## src/rtl/bcd_pkg.sv

```systemverilog
// Shared definitions for the BCD frequency setter: converter states, the
// largest legal BCD digit and the minimum binary width for a digit count.
package bcd_pkg;

  localparam int unsigned BCD_MAX_DIGIT = 9;

  typedef enum logic [1:0] {
    ST_IDLE = 2'd0,
    ST_CONV = 2'd1,
    ST_DONE = 2'd2
  } conv_state_e;

  // ceil(digits*log2(10)) == clog2(10**digits), since 10**digits is never a power of two
  function automatic int unsigned min_bin_w(input int unsigned digits);
    longint unsigned p;
    p = 64'd1;
    for (int unsigned i = 0; i < digits; i++) p = p * 64'd10;
    return $clog2(p);
  endfunction

endpackage

```

## src/rtl/bcd_digit.sv

```systemverilog
// One BCD digit of the increment/decrement chain (combinational).
// Ports: d in current digit, up/dn in step enables, q out next digit,
//        carry out (9 -> 0 on up), borrow out (0 -> 9 on dn).
module bcd_digit
  import bcd_pkg::*;
(
  input  logic [3:0] d,
  input  logic       up,
  input  logic       dn,
  output logic [3:0] q,
  output logic       carry,
  output logic       borrow
);

  always_comb begin
    q      = d;
    carry  = 1'b0;
    borrow = 1'b0;
    if (up && !dn) begin
      if (d == 4'(BCD_MAX_DIGIT)) begin
        q     = 4'd0;
        carry = 1'b1;
      end else begin
        q = d + 4'd1;
      end
    end else if (dn && !up) begin
      if (d == 4'd0) begin
        q      = 4'(BCD_MAX_DIGIT);
        borrow = 1'b1;
      end else begin
        q = d - 4'd1;
      end
    end
  end

endmodule

```

## src/rtl/bcd_freq_setter.sv

```systemverilog
// BCD frequency setter: cursor-driven BCD up/down value with a background
// serial BCD-to-binary converter.
// Ports: clk, rst_n (async, active-low); inc/dec step at 10^cursor;
//        cur_l/cur_r move cursor; load/load_bcd direct load (ignored if any
//        nibble > 9); bcd, cursor, bin, bin_valid, busy outputs.
// Macro BCD_FREQ_SETTER_WRAP_EN: overflow/underflow wrap modulo 10^DIGITS
// instead of saturating.
module bcd_freq_setter
  import bcd_pkg::*;
#(
  parameter int unsigned DIGITS = 6,
  parameter int unsigned BIN_W  = 20
) (
  input  logic                       clk,
  input  logic                       rst_n,
  input  logic                       inc,
  input  logic                       dec,
  input  logic                       cur_l,
  input  logic                       cur_r,
  input  logic                       load,
  input  logic [4*DIGITS-1:0]        load_bcd,
  output logic [4*DIGITS-1:0]        bcd,
  output logic [$clog2(DIGITS)-1:0]  cursor,
  output logic [BIN_W-1:0]           bin,
  output logic                       bin_valid,
  output logic                       busy
);

  localparam int unsigned CW = $clog2(DIGITS);
  localparam int unsigned BW = 4 * DIGITS;

`ifdef BCD_FREQ_SETTER_WRAP_EN
  localparam bit WRAP = 1'b1;
`else
  localparam bit WRAP = 1'b0;
`endif

  if (DIGITS < 2 || DIGITS > 9) begin : g_bad_digits
    $error("bcd_freq_setter: DIGITS must be 2..9");
  end
  if (BIN_W < min_bin_w(DIGITS)) begin : g_bad_bin_w
    $error("bcd_freq_setter: BIN_W too small for DIGITS");
  end

  logic              inc_op, dec_op;
  logic [DIGITS-1:0] up, dn, cy, bw;
  logic [3:0]        dig_q [DIGITS];
  logic [BW-1:0]     chain_bcd, bcd_next;
  logic              load_ok, bcd_chg;

  conv_state_e       state, state_next;
  logic [BIN_W-1:0]  acc, acc_next, bin_next;
  logic [CW-1:0]     idx, idx_next, cursor_next;
  logic              valid_next;

  assign inc_op = inc & ~dec;
  assign dec_op = dec & ~inc;

  // Ripple chain: the cursor digit gets the step, higher digits take carry/borrow
  for (genvar i = 0; i < DIGITS; i++) begin : g_dig
    assign dig_q[i] = bcd[4*i +: 4];
    if (i == 0) begin : g_lsd
      assign up[i] = inc_op && (cursor == CW'(i));
      assign dn[i] = dec_op && (cursor == CW'(i));
    end else begin : g_upper
      assign up[i] = (inc_op && (cursor == CW'(i))) || cy[i-1];
      assign dn[i] = (dec_op && (cursor == CW'(i))) || bw[i-1];
    end
    bcd_digit u_digit (
      .d      (dig_q[i]),
      .up     (up[i]),
      .dn     (dn[i]),
      .q      (chain_bcd[4*i +: 4]),
      .carry  (cy[i]),
      .borrow (bw[i])
    );
  end

  // Load is accepted only when every nibble is a legal BCD digit
  always_comb begin
    load_ok = 1'b1;
    for (int unsigned i = 0; i < DIGITS; i++) begin
      if (load_bcd[4*i +: 4] > 4'(BCD_MAX_DIGIT)) load_ok = 1'b0;
    end
  end

  // Value update: load beats a step; carry/borrow out of the MSD saturates unless wrapping
  always_comb begin
    bcd_next = bcd;
    if (load && load_ok) begin
      bcd_next = load_bcd;
    end else if (inc_op) begin
      bcd_next = (cy[DIGITS-1] && !WRAP) ? {DIGITS{4'h9}} : chain_bcd;
    end else if (dec_op) begin
      bcd_next = (bw[DIGITS-1] && !WRAP) ? '0 : chain_bcd;
    end
  end

  assign bcd_chg = (bcd_next != bcd);

  // Cursor wraps at both ends; simultaneous moves cancel
  always_comb begin
    cursor_next = cursor;
    if (cur_l && !cur_r) begin
      cursor_next = (cursor == CW'(DIGITS - 1)) ? '0 : cursor + CW'(1);
    end else if (cur_r && !cur_l) begin
      cursor_next = (cursor == '0) ? CW'(DIGITS - 1) : cursor - CW'(1);
    end
  end

  // Converter next state: any value change restarts the MSD-first pass
  always_comb begin
    state_next = state;
    acc_next   = acc;
    idx_next   = idx;
    bin_next   = bin;
    valid_next = 1'b0;
    if (bcd_chg) begin
      state_next = ST_CONV;
      acc_next   = '0;
      idx_next   = CW'(DIGITS - 1);
    end else begin
      unique case (state)
        ST_CONV: begin
          acc_next = BIN_W'(acc * BIN_W'(10)) + BIN_W'(dig_q[idx]);
          if (idx == '0) state_next = ST_DONE;
          else           idx_next   = idx - CW'(1);
        end
        ST_DONE: begin
          bin_next   = acc;
          valid_next = 1'b1;
          state_next = ST_IDLE;
        end
        default: state_next = ST_IDLE;
      endcase
    end
  end

  // State and output registers
  always_ff @(posedge clk or negedge rst_n) begin
    if (!rst_n) begin
      state     <= ST_IDLE;
      acc       <= '0;
      idx       <= '0;
      bcd       <= '0;
      cursor    <= '0;
      bin       <= '0;
      bin_valid <= 1'b0;
      busy      <= 1'b0;
    end else begin
      state     <= state_next;
      acc       <= acc_next;
      idx       <= idx_next;
      bcd       <= bcd_next;
      cursor    <= cursor_next;
      bin       <= bin_next;
      bin_valid <= valid_next;
      busy      <= (state_next != ST_IDLE);
    end
  end

endmodule

```

## config.mk

```make
export PLATFORM = sky130hd
export DESIGN_NAME = bcd_freq_setter
export DESIGN_NICKNAME = d
export VERILOG_FILES = /design/src/rtl/bcd_pkg.sv /design/src/rtl/bcd_digit.sv /design/src/rtl/bcd_freq_setter.sv
export SDC_FILE = /design/constraint.sdc
export NUM_CORES = 1
export LEC_CHECK = 0
export ABC_CLOCK_PERIOD_IN_PS = 7250
export CAP_MARGIN = 20
export CORE_MARGIN = 3
export CORE_UTILIZATION = 52
export CTS_CLUSTER_SIZE = 40
export DETAILED_ROUTE_END_ITERATION = 7
export PLACE_DENSITY = 0.82
export SLEW_MARGIN = 5
export SYNTH_ARGS = -nofsm -noshare
export SYNTH_HDL_FRONTEND = slang
export SYNTH_HIERARCHICAL = 1
export SYNTH_SLANG_ARGS = --single-unit
```

## constraint.sdc

```tcl
create_clock -name clk -period 7.25 [get_ports clk]
set_input_delay 1.0875 -clock clk [delete_from_list [all_inputs] [get_ports clk]]
set_output_delay 1.0875 -clock clk [all_outputs]
set_load 0.005 [all_outputs]
```

Word-level counts from Yosys, hierarchy flattened
Cells that the tools add are included.
Widths: inputs -> output; s select.
Word-level totals
  register bits after elaboration: 74
  input port bits: 31
  output and inout bits: 49
  word-level logic and storage cells: 199
Cells by class
  add/sub/neg operators: 16
  multiply operators: 1
  $lt $le $gt $ge: 7
  equality and inequality tests: 15
  muxes and demuxes: 82
  bitwise gates (word level): 6
  reduce and logical (&&, ||, !) cells: 64
Operators with widths (number)
  $mux 24: 5
  $mux 4: 26
  $mux 20: 2
  $mux 1: 38
  $logic_and 1x1->1: 27
  $add 4x1->4 const B: 6
  $eq 4x4->1 const B: 6
  $gt 4x4->1 const B: 6
  $logic_not 4->1: 6
  $ne 24x24->1: 1
  $sub 4x1->4 const B: 6
  $mux 3: 7
  $add 20x4->20: 1
  $mul 20x3->19 const B: 1
  $logic_not 1->1: 14
  $bmux 4 s3: 1
  $logic_or 1x1->1: 10
  $eq 3x2->1 const B: 2
  $eq 3x3->1 const B: 2
  $logic_not 3->1: 2
  $mux 2: 3
  $reduce_bool 2->1: 3
  $sub 3x1->3 const B: 2
  $ge 4x4->1 const B: 1
  other kinds (9): 13

Logic depth before layout (Yosys ltp)
Gate-level depths: netlist (run 1).
  depth after elaboration: 36
  gate-level depth with buffers: 39
  depth with buffers taken out: 35

Hierarchy
The synthesis (run 1) kept the hierarchy.
By module, submodules not included
  bcd_freq_setter: times used 1, cells each 595, area an instance 5674.2 um^2, sequential area each 1851.8 um^2
  bcd_digit: times used 6, cells each 32, area an instance 201.4 um^2, sequential area each 0.0 um^2

Worst setup path after synthesis (run 1)
Ideal clock, no wire load.
  kind: input port to flip-flop
  start: input dec
  end: register bin[10]
  library setup time: 0.125 ns
  arrival time: 7.755 ns
  required time: 7.125 ns
  slack: -0.630 ns
  stages on the path: 35
  path buffers: 4
  cells stage by stage: nor2b_1 -> buf_4 -> and2_1 -> and2b_2 -> and3_2 -> a21o_1 -> and2b_2 -> nand3_1 -> nor3b_1 -> a21o_1 -> and2b_2 -> and3_2 -> a21o_1 -> and2b_2 -> nand3_1 -> nor3b_1 -> a21o_1 -> and2b_2 -> and3_2 -> a31o_2 -> and2b_2 -> nand3_1 -> nor3b_1 -> nor3b_2 -> or2_1 -> buf_2 -> buf_6 -> o211ai_1 -> a21oi_1 -> a2111oi_0 -> nand4_1 -> or4_4 -> or3b_4 -> buf_6 -> mux2_4
On the way
  elaborated cells between the ends (all ways): 87
  those cells by class: 1 x eq/ne; 35 x mux; 4 x bitwise; 47 x reduce/logical
RTL lines
  from (decl): line bcd_freq_setter.sv:17  | input logic dec,
  $and 1x1->1 (*): line bcd_freq_setter.sv:57  | assign dec_op = dec & ~inc;
  $logic_and 1x1->1 (*): line bcd_freq_setter.sv:64  | assign dn[i] = dec_op && (cursor == CW'(i));
  via dn[0]: line bcd_freq_setter.sv:46  | logic [DIGITS-1:0] up, dn, cy, bw;
  $logic_and 1x1->1 / $logic_not 1->1 (equally long branches): line bcd_digit.sv:26, bcd_digit.sv:19
  $mux 1 / $logic_and 1x1->1 (equally long branches): line bcd_digit.sv:26, bcd_digit.sv:19
  $mux 1 (*): line bcd_digit.sv:19  | if (up && !dn) begin
  via bw[0]: line bcd_freq_setter.sv:46
  $logic_or 1x1->1 (*): line bcd_freq_setter.sv:67  | assign dn[i] = (dec_op && (cursor == CW'(i))) || bw[i-1];
  via dn[1]: line bcd_freq_setter.sv:46
  [... 3 more ...]
  via cy[1]: line bcd_freq_setter.sv:46
  [... 1 more ...]
  via up[2]: line bcd_freq_setter.sv:46
  [... 4 more ...]
  via bw[2]: line bcd_freq_setter.sv:46
  [... 1 more ...]
  via dn[3]: line bcd_freq_setter.sv:46
  [... 3 more ...]
  via cy[3]: line bcd_freq_setter.sv:46
  [... 1 more ...]
  via up[4]: line bcd_freq_setter.sv:46
  [... 4 more ...]
  via bw[4]: line bcd_freq_setter.sv:46
  [... 1 more ...]
  via dn[5]: line bcd_freq_setter.sv:46
  [... 2 more ...]
  $mux 1 (*): line bcd_digit.sv:19
  via cy[5]: line bcd_freq_setter.sv:46
  $mux 24 (*): line bcd_freq_setter.sv:93  | bcd_next = (cy[DIGITS-1] && !WRAP) ? {DIGITS{4'h9}} : chain_bcd;
  $mux 24 (*): line bcd_freq_setter.sv:92  | end else if (inc_op) begin
  $mux 24 (*): line bcd_freq_setter.sv:90  | if (load && load_ok) begin
  $ne 24x24->1 (*): line bcd_freq_setter.sv:99  | assign bcd_chg = (bcd_next != bcd);
  $not 1->1 (no line) (*)
  $reduce_and 2->1 (no line) (*)
  to (signal assigned): line bcd_freq_setter.sv:156  | bin <= bin_next;
  to (decl): line bcd_freq_setter.sv:24  | output logic [BIN_W-1:0] bin,
The timed path passes the listed nets; every way through them passes the cells marked *.
A chain may end at the register's enable or synchronous reset.

Worst setup path in the final report (run 1)
  start: input dec
  end: register bin[3]
On the way
  elaborated cells between the ends (all ways): 87
  those cells by class: 1 x eq/ne; 35 x mux; 4 x bitwise; 47 x reduce/logical
RTL lines
  $and 1x1->1 (*): line bcd_freq_setter.sv:57
  $logic_and 1x1->1 (*): line bcd_freq_setter.sv:64
  via dn[0]: line bcd_freq_setter.sv:46
  $logic_not 1->1 (*): line bcd_digit.sv:19
  $logic_and 1x1->1 (*): line bcd_digit.sv:19
  $mux 1 (*): line bcd_digit.sv:19
  via cy[0]: line bcd_freq_setter.sv:46
  $logic_or 1x1->1 (*): line bcd_freq_setter.sv:66  | assign up[i] = (inc_op && (cursor == CW'(i))) || cy[i-1];
  via up[1]: line bcd_freq_setter.sv:46
  [... 4 more ...]
  via bw[1]: line bcd_freq_setter.sv:46
  [... 1 more ...]
  via dn[2]: line bcd_freq_setter.sv:46
  [... 3 more ...]
  via cy[2]: line bcd_freq_setter.sv:46
  [... 1 more ...]
  via up[3]: line bcd_freq_setter.sv:46
  [... 2 more ...]
  via cy[3]: line bcd_freq_setter.sv:46
  [... 1 more ...]
  via up[4]: line bcd_freq_setter.sv:46
  [... 4 more ...]
  via bw[4]: line bcd_freq_setter.sv:46
  [... 1 more ...]
  via dn[5]: line bcd_freq_setter.sv:46
  [... 2 more ...]
  $mux 1 (*): line bcd_digit.sv:19
  via cy[5]: line bcd_freq_setter.sv:46
  $mux 24 (*): line bcd_freq_setter.sv:93
  $mux 24 (*): line bcd_freq_setter.sv:92
  $mux 24 (*): line bcd_freq_setter.sv:90
  $ne 24x24->1 (*): line bcd_freq_setter.sv:99
  $not 1->1 (no line) (*)
  $reduce_and 2->1 (no line) (*)
Marked as above.

==> results of run 1 <==
-- kinds of logic after synthesis --
| kind of cell | synth area share (%) |
|---|---|
| flops | 26.90 |
| simple gates | 19.20 |
| compound gates | 25.83 |
| fa+ha+maj | 7.853 |
| xor+xnor | 5.544 |
| buf+inv | 6.708 |
| mux | 7.962 |
-- layout make-up --
class,count,area (um^2),area share (%)
clock inverters,6,97.59,1.073
flip-flops and latches,74,1852,20.35
clock buffers,10,239.0,2.627
well taps,172,215.2,2.365
inverters,59,226.5,2.489
repair buffers,171,1635,17.97
multi-input cells,609,4833,53.12
-- cell usage after synthesis (all sizes together), types with 13 or more instances --
master | instances | area share [%]
dfrtp | 74 | 27
o21ai | 64 | 4.7
inv | 59 | 3.2
ha | 40 | 7.3
nand3 | 36 | 2.6
nor2 | 34 | 2.0
a21oi | 33 | 2.4
nand2 | 31 | 1.7
xnor2 | 30 | 3.8
o22ai | 28 | 2.5
mux2 | 27 | 5.8
clkbuf | 25 | 1.5
nor3 | 22 | 1.6
nor2b | 21 | 1.9
buf | 20 | 2.0
a211oi | 19 | 2.1
and2b | 18 | 2.2
o211ai | 14 | 1.5
and3 | 13 | 1.3
o221ai | 13 | 2.3
-- registers in the layout (all words and copies together) (netlist names) --
signal,flops
bcd,24
bin_valid,1
acc,20
bin,20
busy,1
cursor,3
idx,3
state,2
-- stage by stage --
step | cell area (um^2) | setup WS [ps] | std cells | utilization (%) | setup TNS [ps]
floorplan | 6993 | -219.6 | 787 | - | -4191
global placement | 8347 | -953.2 | 1067 | 65.34 | -39210
detailed placement | 8347 | -1047 | 1067 | 65.34 | -43410
CTS | 8911 | -365.7 | 1090 | 69.76 | -8468
global route | 9099 | -655.1 | 1101 | 71.23 | -21010
finish | 9099 | -428.4 | 1101 | 71.23 | -10760
-- critical path, delay by kind of cell --
kind / cells / cell delay [ps]
AND/OR/NAND/NOR: 24 / 4660
AO/OA/AOI/OAI: 7 / 1150
buffers and inverters: 5 / 720
multiplexers: 1 / 290
-- what timing repair did --
| action | 4_1_cts | 5_1_grt |
|---|---|---|
| cloned | 2 | 2 |
| pin swaps | 18 | 7 |
| gates resized for setup | 39 | 21 |
| buffers inserted | 5 | 9 |
| endpoints found under the hold margin | 0 | 0 |
| endpoints found under the setup margin | 47 | 47 |
-- path summary, 6_finish.rpt --
check / end / slack, ps / cells after the start / startpoint
max: bin[3] / -430 / 37 / dec
max in group asynchronous: bcd[15] / 5750 / 1 / rst_n
min reg2reg: state[1] / 480 / 1 / idx[2]
max reg2reg: bin[3] / -260 / 36 / cursor[1]
min in group asynchronous: bcd[2] / 900 / 1 / rst_n
min: state[1] / 480 / 1 / idx[2]
-- per-layer routing --
metal,wire length [um],up-vias
met4,957,0
met1,8226,3367
met5,0,-
li1,-,3232
met3,2033,114
met2,10810,429
-- power groups by stage --
stage	logic, mW	registers (mW)	clock network [mW]
after global routing	1.32	0.736	0.539
after floorplan	0.707	0.628	0
after detailed placement	1.14	0.715	0
after global placement	1.13	0.713	0
after CTS	1.19	0.709	0.522
final	1.23	0.724	0.520
==> results.toml, run 1 <==
[status]
outcome = "finished with violations"
violations = "negative setup slack"

[placed_design]
dp_hpwl_um = 14830
place.gp.congestion = 0.9833
numPortBuffers = 79

[floorplanning]
start_util_pct = 53.88
rows = 41
fp.dieH_um = 121.1
top_level_ports = 80
core_area_um2 = 12770
die_w_um = 121.1
dieArea_um2 = 14650

[worst_hold_path]
hold_class = "register to register"

[synthesis]
async_flop_share_pct = 100.0
ys_warn_count = 6
synth.avg_cell_area_um2 = 8.746
ys_ff_latch = 74
synth_area_um2 = 6883
ys_seq_area_share_pct = 26.90
synth_cell_types = 70
synthFlopType = "dfrtp_1"
synth_edf_count = 0
synth_nets = 860
synthCells = 787

[setup_path]
critPathMaxFanout = 7
arrival_ps = 7910
cp.required_ps = 7490
cpMaxStageDelayCell = "or3b_4"
path_common_cell = "and2b_2"
criticalPathCategory = "input pin to register"
worstSetupStartpointType = "input pin"
end_kind = "register"
slowest_delay_ps = 490

[grt]
grtUsageMet3_pct = 6.713
grt_max_degree = 75
grt_pass1_wl_um = 34120
use_met1_pct = 34.63
grt.overflow.total = 0
top_usage_layer = "met2"
track_usage_pct = 29.29
met2_usage_pct = 50.47
antenna_found_initial = 0
grt_pass1_vias = 6753

[layout]
antennaDiodeCount = 0
layout_commonest_cell = "buf_4"
layout.nets = 997
mostFrequentLayoutCells = "buf_4 (78), clkdlybuf4s50_1 (76), dfrtp_1 (74), inv_1 (58), o21ai_0 (55)"
area_delta_synth_final_pct = 32.19
drive_gt1_share_pct = 23.90
n_fill_cell = 966

[power_and_ir_drop]
intPower_mw = 1.451
seq_power_share_pct = 29.3
p_leak_nw = 4.064
ir_drop_mv = 0.2317
p_total_mw = 2.475
p_switching_mw = 1.025
clkPwrFrac_pct = 21.0
comb_power_share_pct = 49.7
powerDensity_nw_per_um2 = 272.1
swShare_pct = 41.40

[route]
postRouteAntennaNets = 0
drc = 0
first_pass_iters = 6
viasPerCell = 6.487
wl_per_cell_um = 20.01
vias = 7142
wl_um = 22030
drtIter0Drc = 905

[sta]
layout_setup_ws_ps = -428.4
max_freq_mhz = 130.2
finalSetupViolations = 42
fin_worst_skew_ps = 14.03
rsz0062_at_grt = "true"
whs_ps = 484.9
max_slew.worst_pin.slew_ps = 988.5
timing.final.crit_share_pct = 105.9
finalHoldViolCount = 0
maxSlewViolCount = 0
period_needed_ps = 7678
slew_headroom_pct = 34.10

[cts]
cts.clk_slew.worst_paths_ps = 60
clock_path_buffers = 2
h-tree-depth = 3
cts_tree = "built"
cts_hold_buf = 0
cts.sinks = 74
clock_latency_ps = 360
numCtsBuffers = 9
cts_root_buf = "clkbuf_16"

[run]
maxCapViolCount = 0
Note: power is estimated with default switching activity, not from simulation.
==> run 2, diff against run 1 <==
--- a/config.mk
+++ b/config.mk
@@ -7,6 +7,6 @@
 export LEC_CHECK = 0
 export ABC_CLOCK_PERIOD_IN_PS = 7250
-export CAP_MARGIN = 20
-export CORE_MARGIN = 3
+export CAP_MARGIN = 5
+export CORE_MARGIN = 2
 export CORE_UTILIZATION = 52
 export CTS_CLUSTER_SIZE = 40
==> constraint.sdc (replaced) <==
create_clock -name clk -period 7.25 [get_ports clk]
set_input_delay 1.0875 -clock clk [delete_from_list [all_inputs] [get_ports clk]]
set_output_delay 1.0875 -clock clk [all_outputs]
set_load 0.05 [all_outputs]
==> run 2 against run 1 <==
  * The run still ends with negative setup slack left
  * Non-clock buffer count grew 28
  * Clock power shrank 5.4%
  * Count of clock-buffer cells in the layout is the same
  * Critical path depth shrank 2
  * Wire length grew 8.4%
  * Critical path type unchanged
  * Highest routed layer unchanged
==> results.toml, run 2 (synthesized netlist as in run 1, its figures left out) <==
[cts]
clock_latency_ps = 350
cts.sinks = 74
cts_root_buf = "clkbuf_16"
h-tree-depth = 3
clock_path_buffers = 2
numCtsBuffers = 9
cts.clk_slew.worst_paths_ps = 60
cts_tree = "built"

[grt]
top_usage_layer = "met2"
track_usage_pct = 31.66
met2_usage_pct = 52.84
grt_pass1_vias = 7105
antenna_found_initial = 0
grt_max_degree = 75
grtUsageMet3_pct = 6.753
use_met1_pct = 37.77
grt.overflow.total = 0
grt_pass1_wl_um = 35820

[setup_path]
cpMaxStageDelayCell = "or4_4"
criticalPathCategory = "input pin to register"
end_kind = "register"
critPathMaxFanout = 6
cp.required_ps = 7490
path_common_cell = "and2b_2"
slowest_delay_ps = 550
worstSetupStartpointType = "input pin"
arrival_ps = 8010

[placed_design]
dp_hpwl_um = 14640
place.gp.congestion = 0.9794
numPortBuffers = 79

[layout]
mostFrequentLayoutCells = "buf_4 (101), clkdlybuf4s50_1 (76), dfrtp_1 (74), inv_1 (58), o21ai_0 (55)"
largest_reg_flops = 24
n_fill_cell = 930
layout.nets = 1025
reg.largest.list = "bcd x24, acc x20, bin x20"
antennaDiodeCount = 0
fin_util_pct = 71.83
layout_commonest_cell = "buf_4"
multi_input_area_um2 = 4923
drive_gt1_share_pct = 27.27
largest-register = "bcd"
area_delta_synth_final_pct = 36.56
register_area_um2 = 1852

[worst_hold_path]
hold_class = "register to register"

[sta]
max_slew.worst_pin.slew_ps = 982.9
rsz0062_at_grt = "true"
whs_ps = 493.1
period_needed_ps = 7777
timing.final.crit_share_pct = 107.3
finalSetupViolations = 44
fin_worst_skew_ps = 7.320
finalHoldViolCount = 0
slew_headroom_pct = 34.47
maxSlewViolCount = 0
layout_setup_ws_ps = -527.2
max_freq_mhz = 128.6

[floorplanning]
rows = 42
start_util_pct = 52.60
dieArea_um2 = 14170
core_area_um2 = 13090
fp.dieH_um = 119.1
die_w_um = 119.1
top_level_ports = 80

[route]
postRouteAntennaNets = 0
wl_per_cell_um = 21.08
vias = 7445
viasPerCell = 6.571
wl_um = 23880
drc = 0
drtIter0Drc = 1111
first_pass_iters = 6

[power_and_ir_drop]
p_leak_nw = 4.211
ir_drop_mv = 0.2620
powerDensity_nw_per_um2 = 293.2

[status]
violations = "negative setup slack"
outcome = "finished with violations"

[run]
maxCapViolCount = 0
run 2: changes by cell type in the layout (fill, tap and decap cells not counted), sizes merged:
cell      delta
clkinvlp     +2
inv          -1
buf         +28
clkinv       -1
run 2: critical path: cells and delay by family:
kind            cells  cell delay [ps]
mux                 2              550
buf+inv             4              560
compound gates      6             1110
simple gates       23             4690
run 2: final timing paths:
check                                from        to  slack, ps  depth (start not counted)
worst max register to register  cursor[1]    bin[8]       -300                         34
worst min register to register     idx[2]  state[1]        490                          1
worst max-delay path                  dec    bin[8]       -530                         35
worst min-delay path               idx[2]  state[1]        490                          1
max in group asynchronous           rst_n    bcd[5]       5720                          1
min in group asynchronous           rst_n    bin[5]        900                          1
run 2: where the power goes:
part	total (mW)	internal (mW)	switching [mW]
combinational	1.52	0.669	0.852
sequential	0.742	0.480	0.262
clock	0.492	0.302	0.190
total	2.76	1.45	1.30
run 2: stage by stage:
stage / setup TNS [ps] / instances / cell area (um^2) / setup WS [ps] / power (mW)
2_1_floorplan: -4730 / 787 / 6993 / -246.5 / 1.579
3_3_place_gp: -39750 / 1068 / 8329 / -966.7 / 2.084
3_5_place_dp: -46040 / 1068 / 8329 / -1108 / 2.099
4_1_cts: -10850 / 1114 / 9027 / -442.5 / 2.633
5_1_grt: -28510 / 1133 / 9399 / -765.3 / 2.866
6_report: -17060 / 1133 / 9399 / -527.2 / 2.755
run 2: per-layer routing:
layer	share of wire, %	wire [um]	vias up
li1	-	-	3282
met1	36	8594	3473
met2	48	11550	526
met3	9.6	2294	164
met4	6.0	1444	0
met5	0	0	-
run 2: area by class of cell:
| cell class | count | share of cell area (%) |
|---|---|---|
| well taps | 176 | 2.343 |
| clock inverters | 6 | 0.9452 |
| flip-flops and latches | 74 | 19.70 |
| multi-input cells | 609 | 52.38 |
| clock buffers | 10 | 2.436 |
| repair buffers | 199 | 19.78 |
| inverters | 59 | 2.409 |
run 2: what timing repair did:
action	4_1_cts	5_1_grt
pin swaps	17	21
gates resized for setup	39	46
buffers inserted	28	17
hold buffers	0	0
endpoints found under the setup margin	47	47
gates cloned	2	2
